File: src/rtl/rs_param_pkg.sv
// Shared types for the reservation station: physical register tag,
// dispatched row payload, resident entry and default geometry.
package rs_param_pkg;

  localparam int unsigned RS_N_ENTRIES  = 8;
  localparam int unsigned RS_DISPATCH_W = 2;
  localparam int unsigned RS_ISSUE_W    = 3;
  localparam int unsigned RS_WAKE_W     = 2;
  localparam int unsigned PREG_W        = 6;
  localparam int unsigned OP_W          = 4;

  typedef logic [PREG_W-1:0] p_reg;

  typedef struct packed {
    logic [OP_W-1:0] op;
    p_reg            dst;
    p_reg            src1;
    logic            src1_rdy;
    p_reg            src2;
    logic            src2_rdy;
  } rs_row_struct;

  typedef struct packed {
    logic         valid;
    logic         src1_rdy;
    logic         src2_rdy;
    rs_row_struct row;
  } rs_entry_struct;

endpackage

File: src/rtl/rs_oldest_select.sv
// Picks the oldest row among ready rows not already excluded.
// age[i][j]=1 means row i is older than row j.
module rs_oldest_select #(
  parameter int unsigned N_ENTRIES = 8
) (
  input  logic [N_ENTRIES-1:0]                ready,
  input  logic [N_ENTRIES-1:0][N_ENTRIES-1:0] age,
  input  logic [N_ENTRIES-1:0]                excl,
  output logic [N_ENTRIES-1:0]                grant,
  output logic                                found
);

  logic [N_ENTRIES-1:0] cand;
  logic [N_ENTRIES-1:0] self_bit;

  // A candidate wins when no other candidate is older than it
  always_comb begin
    cand     = ready & ~excl;
    found    = |cand;
    grant    = '0;
    self_bit = '0;
    for (int unsigned i = 0; i < N_ENTRIES; i++) begin
      self_bit    = '0;
      self_bit[i] = 1'b1;
      grant[i]    = cand[i] & ~|(cand & ~age[i] & ~self_bit);
    end
  end

endmodule

File: src/rtl/rs_param.sv
// Out-of-order reservation station: multi-port dispatch, wakeup snoop,
// age-ordered multi-port issue gated by functional-unit availability.
module rs_param
  import rs_param_pkg::*;
#(
  parameter int unsigned N_ENTRIES  = RS_N_ENTRIES,
  parameter int unsigned DISPATCH_W = RS_DISPATCH_W,
  parameter int unsigned ISSUE_W    = RS_ISSUE_W,
  parameter int unsigned WAKE_W     = RS_WAKE_W
) (
  input  logic                                i_clk,
  input  logic                                i_rst_n,
  input  logic                                i_flush,
  input  logic [DISPATCH_W-1:0]               i_disp_valid,
  input  rs_row_struct [DISPATCH_W-1:0]       i_disp_rows,
  output logic                                o_disp_ready,
  input  logic [WAKE_W-1:0]                   i_wake_valid,
  input  p_reg [WAKE_W-1:0]                   i_wake_preg,
  input  logic [ISSUE_W-1:0]                  i_fu_ready,
  output logic [ISSUE_W-1:0]                  o_issue_valid,
  output rs_row_struct [ISSUE_W-1:0]          o_issue_rows,
  output logic [$clog2(N_ENTRIES+1)-1:0]      o_free_cnt
);

  localparam int unsigned CW = $clog2(N_ENTRIES + 1);

  rs_entry_struct [N_ENTRIES-1:0]         ent_q, ent_d;
  logic [N_ENTRIES-1:0][N_ENTRIES-1:0]    age_q, age_d;
  logic [N_ENTRIES-1:0]                   vld, rdy, issued;
  logic [ISSUE_W-1:0][N_ENTRIES-1:0]      take;
  logic [DISPATCH_W-1:0][N_ENTRIES-1:0]   alloc;
  logic [DISPATCH_W-1:0]                  disp_en;

  // Row validity and issue readiness from registered state
  always_comb begin
    vld = '0;
    rdy = '0;
    for (int unsigned i = 0; i < N_ENTRIES; i++) begin
      vld[i] = ent_q[i].valid;
      rdy[i] = ent_q[i].valid & ent_q[i].src1_rdy & ent_q[i].src2_rdy;
    end
  end

  // Free-row count and dispatch acceptance, both from registered state
  always_comb begin
    o_free_cnt = '0;
    for (int unsigned i = 0; i < N_ENTRIES; i++)
      o_free_cnt = o_free_cnt + CW'(!ent_q[i].valid);
    o_disp_ready = (o_free_cnt >= CW'(DISPATCH_W));
  end

  // Select chain: a port whose unit is busy passes its candidate on,
  // so only enabled ports add their grant to the exclusion mask.
  for (genvar p = 0; p < ISSUE_W; p++) begin : g_sel
    logic [N_ENTRIES-1:0] excl;
    logic [N_ENTRIES-1:0] grant;
    logic                 found;
    rs_row_struct         row;

    if (p == 0) begin : g_first
      // First port sees every ready row
      always_comb excl = '0;
    end else begin : g_next
      // Later ports skip rows already taken by enabled lower ports
      always_comb excl = g_sel[p-1].excl |
                         (i_fu_ready[p-1] ? g_sel[p-1].grant : '0);
    end

    rs_oldest_select #(.N_ENTRIES(N_ENTRIES)) u_sel (
      .ready (rdy),
      .age   (age_q),
      .excl  (excl),
      .grant (grant),
      .found (found)
    );

    // Payload mux for the granted row
    always_comb begin
      row = '0;
      for (int unsigned i = 0; i < N_ENTRIES; i++) begin
        if (grant[i]) begin
          row          = ent_q[i].row;
          row.src1_rdy = ent_q[i].src1_rdy;
          row.src2_rdy = ent_q[i].src2_rdy;
        end
      end
    end

    assign o_issue_valid[p] = found & i_fu_ready[p];
    assign o_issue_rows[p]  = row;
    assign take[p]          = i_fu_ready[p] ? grant : '0;
  end

  // Rows leaving this cycle
  always_comb begin
    issued = '0;
    for (int unsigned p = 0; p < ISSUE_W; p++)
      issued = issued | take[p];
  end

  // Allocation: each enabled port takes the lowest row that was free at
  // the start of the cycle and not claimed by a lower port
  always_comb begin
    logic [N_ENTRIES-1:0] claimed;
    logic                 got;
    claimed = vld;
    alloc   = '0;
    disp_en = '0;
    got     = 1'b0;
    for (int unsigned d = 0; d < DISPATCH_W; d++) begin
      disp_en[d] = i_disp_valid[d] & o_disp_ready & ~i_flush;
      got        = 1'b0;
      for (int unsigned i = 0; i < N_ENTRIES; i++) begin
        if (disp_en[d] && !got && !claimed[i]) begin
          alloc[d][i] = 1'b1;
          claimed[i]  = 1'b1;
          got         = 1'b1;
        end
      end
    end
  end

  // Next state: wakeup, free issued rows, insert dispatched rows, flush.
  // A new row is younger than every surviving row and than rows placed by
  // lower dispatch ports, and older than rows placed by higher ports.
  always_comb begin
    logic [N_ENTRIES-1:0] keep;
    logic [N_ENTRIES-1:0] earlier;
    logic [N_ENTRIES-1:0] later;
    logic                 hit1, hit2;
    ent_d   = ent_q;
    age_d   = age_q;
    keep    = vld & ~issued;
    earlier = '0;
    later   = '0;
    hit1    = 1'b0;
    hit2    = 1'b0;

    for (int unsigned i = 0; i < N_ENTRIES; i++) begin
      if (ent_q[i].valid) begin
        for (int unsigned w = 0; w < WAKE_W; w++) begin
          if (i_wake_valid[w] && i_wake_preg[w] == ent_q[i].row.src1)
            ent_d[i].src1_rdy = 1'b1;
          if (i_wake_valid[w] && i_wake_preg[w] == ent_q[i].row.src2)
            ent_d[i].src2_rdy = 1'b1;
        end
      end
      if (issued[i]) begin
        ent_d[i].valid = 1'b0;
        age_d[i]       = '0;
        for (int unsigned j = 0; j < N_ENTRIES; j++)
          age_d[j][i] = 1'b0;
      end
    end

    for (int unsigned d = 0; d < DISPATCH_W; d++) begin
      if (disp_en[d]) begin
        later = '0;
        for (int unsigned e = d + 1; e < DISPATCH_W; e++)
          later = later | alloc[e];
        hit1 = i_disp_rows[d].src1_rdy;
        hit2 = i_disp_rows[d].src2_rdy;
        for (int unsigned w = 0; w < WAKE_W; w++) begin
          if (i_wake_valid[w] && i_wake_preg[w] == i_disp_rows[d].src1) hit1 = 1'b1;
          if (i_wake_valid[w] && i_wake_preg[w] == i_disp_rows[d].src2) hit2 = 1'b1;
        end
        for (int unsigned i = 0; i < N_ENTRIES; i++) begin
          if (alloc[d][i]) begin
            ent_d[i].valid        = 1'b1;
            ent_d[i].row          = i_disp_rows[d];
            ent_d[i].row.src1_rdy = hit1;
            ent_d[i].row.src2_rdy = hit2;
            ent_d[i].src1_rdy     = hit1;
            ent_d[i].src2_rdy     = hit2;
            age_d[i]              = later;
            for (int unsigned j = 0; j < N_ENTRIES; j++)
              age_d[j][i] = keep[j] | earlier[j];
          end
        end
        earlier = earlier | alloc[d];
      end
    end

    if (i_flush) begin
      for (int unsigned i = 0; i < N_ENTRIES; i++)
        ent_d[i].valid = 1'b0;
      age_d = '0;
    end
  end

  // Station state registers
  always_ff @(posedge i_clk or negedge i_rst_n) begin
    if (!i_rst_n) begin
      ent_q <= '0;
      age_q <= '0;
    end else begin
      ent_q <= ent_d;
      age_q <= age_d;
    end
  end

endmodule

File: config.mk
export PLATFORM = sky130hd
export DESIGN_NAME = rs_param
export DESIGN_NICKNAME = d
export VERILOG_FILES = /design/src/rtl/rs_param_pkg.sv /design/src/rtl/rs_oldest_select.sv /design/src/rtl/rs_param.sv
export SDC_FILE = /design/constraint.sdc
export NUM_CORES = 1
export LEC_CHECK = 0
export BUFFER_PORTS_ARGS = -buffer_cell sky130_fd_sc_hd__buf_2
export CORE_MARGIN = 10
export CORE_UTILIZATION = 25
export DETAILED_ROUTE_END_ITERATION = 10
export PLACE_DENSITY = 0.39
export SLEW_MARGIN = 5
export SYNTH_ARGS = -nofsm -noshare
export SYNTH_HDL_FRONTEND = slang
export SYNTH_SLANG_ARGS = --single-unit
File: constraint.sdc
create_clock -name i_clk -period 13.3 [get_ports i_clk]
set_input_delay 0.665 -clock i_clk [delete_from_list [all_inputs] [get_ports i_clk]]
set_output_delay 0.665 -clock i_clk [all_outputs]
set_load 0.05 [all_outputs]
======== After elaboration in Yosys (flattened, before gate mapping) ========
Cells that the tools add are included.
word-level totals
  register bits after elaboration ......... 280
  bits of input ports ..................... 70
  output and inout bits ................... 80
  word-level logic and storage cells ...... 710
cells by class
  $add $sub $neg .......................... 7
  magnitude comparators ................... 1
  eq/ne operators ......................... 40
  mux-type cells .......................... 335
  bitwise operators ....................... 96
  reduce and logical (&&, ||, !) cells .... 151
operators by type and width
  kind                                                                   number
  24-bit 2-to-1 mux                                                      24
  216-bit 2-to-1 mux                                                     2
  27-bit 2-to-1 mux                                                      16
  1-bit 2-to-1 mux                                                       254
  6-bit equality test                                                    40
  8-bit bitwise AND                                                      24
  64-bit 2-to-1 mux                                                      3
  8-bit 2-to-1 mux                                                       22
  7-bit OR reduction                                                     24
  8-bit NOT                                                              10
  1-bit logical AND                                                      70
  1-bit zero test                                                        54
  9-bit 2-to-1 mux                                                       6
  1-bit bitwise AND                                                      47
  8-bit OR reduction                                                     3
  7-bit bitwise AND                                                      3
  4-bit by 1-bit adder with 4-bit output                                 4
  2-bit 2-to-1 mux                                                       8
  8-bit OR                                                               2
  1-bit OR                                                               8
  7-bit NOT                                                              1
  3-bit by 1-bit adder with 4-bit output                                 1
  4-bit by 2-bit >= comparator with 1-bit output, second input constant  1
  2-bit by 1-bit adder with 3-bit output                                 1
  2 further kinds                                                        2

======== Longest topological paths before layout ========
  depth after elaboration ................. 53
  mapped depth ............................ 19
  depth with buffers taken out ............ 16

======== Modules after synthesis ========
Synthesis repeated with hierarchy kept, for this count alone.
second synthesis, totals
  cell total of the unflattened synthesis .. 3158
  area total of the unflattened synthesis .. 23956.7 sq um
modules (own cells, without submodules)
  module            instances  cells each  area an instance (sq um)  sequential area each (sq um)
  rs_param          1          2951        22414.0                   6606.3
  rs_oldest_select  3          69          514.2                     0.0

======== Least setup slack after synthesis ========
Ideal clock, no wire load.
  kind .................................... reg-to-reg
  start ................................... register ent_q[53] (netlist bit)
  end ..................................... register age_q[34] (netlist bit)
  arrival ................................. 5323 ps
  slack ................................... 7842 ps
  stages on the path, launching flop included .. 17
  clock period less this slack ............ 5458 ps
  cells stage by stage .................... dfrtp_1 > fa_1 > fa_1 > fa_1 > inv_1 > ha_1 > fa_1 > nor2_1 > or3_1 > or4_1 > clkbuf_1 > or3_1 > clkbuf_1 > and2_1 > and3_1 > nand2_1 > o22ai_1
RTL lines
  element                   RTL line         source
  start: declaration        rs_param.sv:27   rs_entry_struct [N_ENTRIES-1:0] ent_q, ent_d;
  start signal: assignment  rs_param.sv:197  ent_q <= ent_d;
  end signal: assignment    rs_param.sv:198  age_q <= age_d;
  end: declaration          rs_param.sv:28   logic [N_ENTRIES-1:0][N_ENTRIES-1:0] age_q, age_d;

==> results.json <==
{
  "insertion_delay_ps": 580,
  "relSlewSlack_pct": 15.1,
  "row_count": 110,
  "finalHoldViolations": 0,
  "drc": 0,
  "dieArea_sq_um": 104000,
  "io_pins": 150,
  "p_clk_share_pct": 28.9,
  "async_flop_share_pct": 100,
  "worstSetupPathType": "flip-flop to output pin",
  "ctsHtreeMaxLevel": 2,
  "grt_use_met1_pct": 34.2,
  "setup_viol": 0,
  "fin_skew_ps": 20.5,
  "synth_ff_type": "dfrtp_1",
  "drive_above_1_share_pct": 12.9,
  "syn_nets": 3160,
  "die_w_um": 322,
  "cts_tree": "built",
  "grt_pass1_wl_mm": 195,
  "synthDistinctLibCells": 88,
  "tightestPinTransition_ps": 1270,
  "r2r_start": "ent_q[53]",
  "synth_top_area_share_pct": 28.1,
  "cp_data_arrival_time_ps": 6600,
  "portBuffers": 149,
  "yosysTopAreaCell": "dfrtp_1",
  "pwr-share-seq_pct": 37.6,
  "cp-startpoint": "ent_q[53]",
  "required_ps": 12640,
  "drv_slew": 0,
  "startpoint_type": "flip-flop",
  "met3_usage_pct": 5.60,
  "ant_nets": 0,
  "initial_core_util_pct": 25.3,
  "status": "finished, final reports clean",
  "cts.sinks": 256,
  "fin_crit_ps": 7270,
  "timing.fmax_mhz": 138,
  "yosys_warnings": 0,
  "rsz0062_at_grt": "false",
  "grt.busiest_layer": "met2",
  "p_int_w": 0.00195,
  "die_y_um": 322,
  "cts.repair.resized": 0,
  "hold_slack_ps": 77.6,
  "fin_crit_sh_pct": 54.6,
  "netlist_area_sq_um": 22800,
  "grt_max_degree": 81,
  "gr-total-overflow": 0,
  "grtUsageMet2_pct": 39.5,
  "drt_iter0_drc": 2996,
  "drv_cap": 0,
  "p_sw_w": 0.00162,
  "via_per_inst": 6.19,
  "grt_pass1_vias": 24800,
  "cts_setup_buffers": 0,
  "clk_pin_slew_ps": 60,
  "area_growth_pct": 11.2,
  "p_sw_share_pct": 45.4,
  "core-area_sq_um": 90300,
  "p_per_area_nw_per_um2": 141,
  "clockBufferDepth": 3,
  "fin_setup_tns_ps": 0,
  "synth_edf_count": 0,
  "seq_area_frac_synth_pct": 28.1,
  "cts_buffers": 37,
  "vias": 25600,
  "cts-root-buf": "clkbuf_16",
  "place.gp.congestion": 0.970,
  "wl_per_cell_um": 33.4,
  "cp-end-kind": "output pin",
  "hp-class": "input port to async pin",
  "drt_pass1_iterations": 6,
  "routed_wl_mm": 138,
  "avgSynthCellArea_sq_um": 7.40,
  "critPathMaxFanout": 51,
  "n_antenna_cell": 0,
  "antenna_found_initial": 8,
  "hpwl_mm": 93.2,
  "synth_area_leaders": "dfrtp_1 28%, nand2_1 8.2%, clkbuf_1 4.9%, xnor2_1 4.8%, a31oi_1 4.6%",
  "ir_worst_vdd_v": 0.0000922,
  "syn_inst": 3083,
  "hold_buffers": 0,
  "p_comb_share_pct": 33.5,
  "layout.nets": 3020,
  "p_leak_nw": 10.2,
  "ys_seq_elements": 256,
  "grt_usage_pct": 25.7
}
==> synthesized netlist by cell type (7+ instances only) <==
cell,n
a31oi_1,169
o32ai_1,14
buf_1,62
o32ai_2,10
o21ai_1,10
or3_1,11
nand2_1,498
nor3_1,51
a21o_1,13
mux2i_1,29
dfrtp_1,256
a211oi_1,53
a41oi_1,29
and2_1,11
o21ai_0,170
clkbuf_2,11
nor2_1,277
nand3_1,67
o2111ai_1,41
a21oi_1,92
a211o_1,23
clkbuf_1,296
o211a_1,22
o21a_1,10
buf_6,7
nand4b_1,38
inv_1,38
buf_2,25
o211ai_1,18
o21bai_1,34
a22oi_1,25
o22ai_1,98
a221oi_1,25
xor2_1,120
xnor2_1,124
or4_1,10
nand4_1,83
nor4_1,71
and3_1,7
a221oi_2,18
==> flip-flops by register name, summed over array words and instances, names as in the netlist <==
signal / flops
age_q: 56
ent_q: 200
==> cell families (layout without fill, tap and decap cells) <==
logic type	after synthesis	after routing	share of synthesized area (%)
AOI/OAI and AO/OA	933	933	29.0
muxes	34	34	1.52
adders and majority gates	7	7	0.516
DFF	256	256	28.1
xor gates and xnor gates	244	244	9.37
and+or+nand+nor	1167	1167	23.8
buffers and inverters	442	326	7.75
==> path summary, 6_finish.rpt <==
check | endpoint | slack (ps) | cells past startpoint
setup / recovery | o_issue_rows[50] | 6030 | 13
hold / removal | age_q[40] | 80 | 1
setup reg to reg | age_q[53] | 6190 | 18
hold reg to reg | age_q[62] | 540 | 2
max in group asynchronous | ent_q[41] | 10930 | 3
min in group i_clk | ent_q[208] | 430 | 3
==> power by group through the flow <==
stage                     combinational (W)  clock, W  sequential, W
after global placement              0.00117         0        0.00134
final                               0.00120   0.00103        0.00134
after detailed placement            0.00118         0        0.00134
after global routing                0.00128   0.00108        0.00135
after CTS                           0.00118   0.00104        0.00133
after floorplan                    0.000980         0        0.00104
==> layout make-up <==
cell class              count  area (sq um)
multi-input cells        2385         14800
inverters                  38           143
fillers                  9777         64900
flip-flops and latches    256          6410
clock inverters             9           120
well taps                1176          1470
repair buffers            225          1330
clock buffers              54          1100
==> critical path: stages, from the launching register on <==
cell and delay [ps]:
dfrtp_2 330, buf_4 640, nand3_1 400, o2111ai_1 780, o21bai_1 170, buf_4 220
o2111ai_1 420, o21bai_1 190, o21bai_1 220, or4_2 590, buf_4 370, o211a_2 550
a221oi_1 700, buf_2 380
==> cell usage in the layout, fill, tap and decap left out, types with 41 or more instances in the layout <==
cell	synthesis	final
xor2_1	120	120
nand2_1	498	497
o2111ai_1	41	41
nor3_1	51	44
buf_4	3	76
a31oi_1	169	169
dfrtp_1	256	255
a211oi_1	53	53
o21ai_0	170	170
nand4_1	83	83
nand3_1	67	65
nor4_1	71	66
a21oi_1	92	92
xnor2_1	124	124
buf_2	25	148
o22ai_1	98	98
nor2_1	277	270
==> per-layer routing <==
layer  routed length [um]  vias up
met5                   79        -
met1                58900    12800
met4                 6530       12
met3                12400      299
li1                     -    11000
met2                60400     1570
==> per-stage QoR <==
step	std cells	worst slack, ps	util, %	total power (W)	instance area [sq um]
after floorplan	3083	7840	-	0.00202	22800
after global placement	4080	6340	26.7	0.00250	24100
after detailed placement	4080	6350	26.7	0.00252	24100
after CTS	4143	6130	28.1	0.00355	25400
after global routing	4143	5860	28.1	0.00371	25400
final	4143	6030	28.1	0.00356	25400
Note: power is estimated with default switching activity, not from simulation.
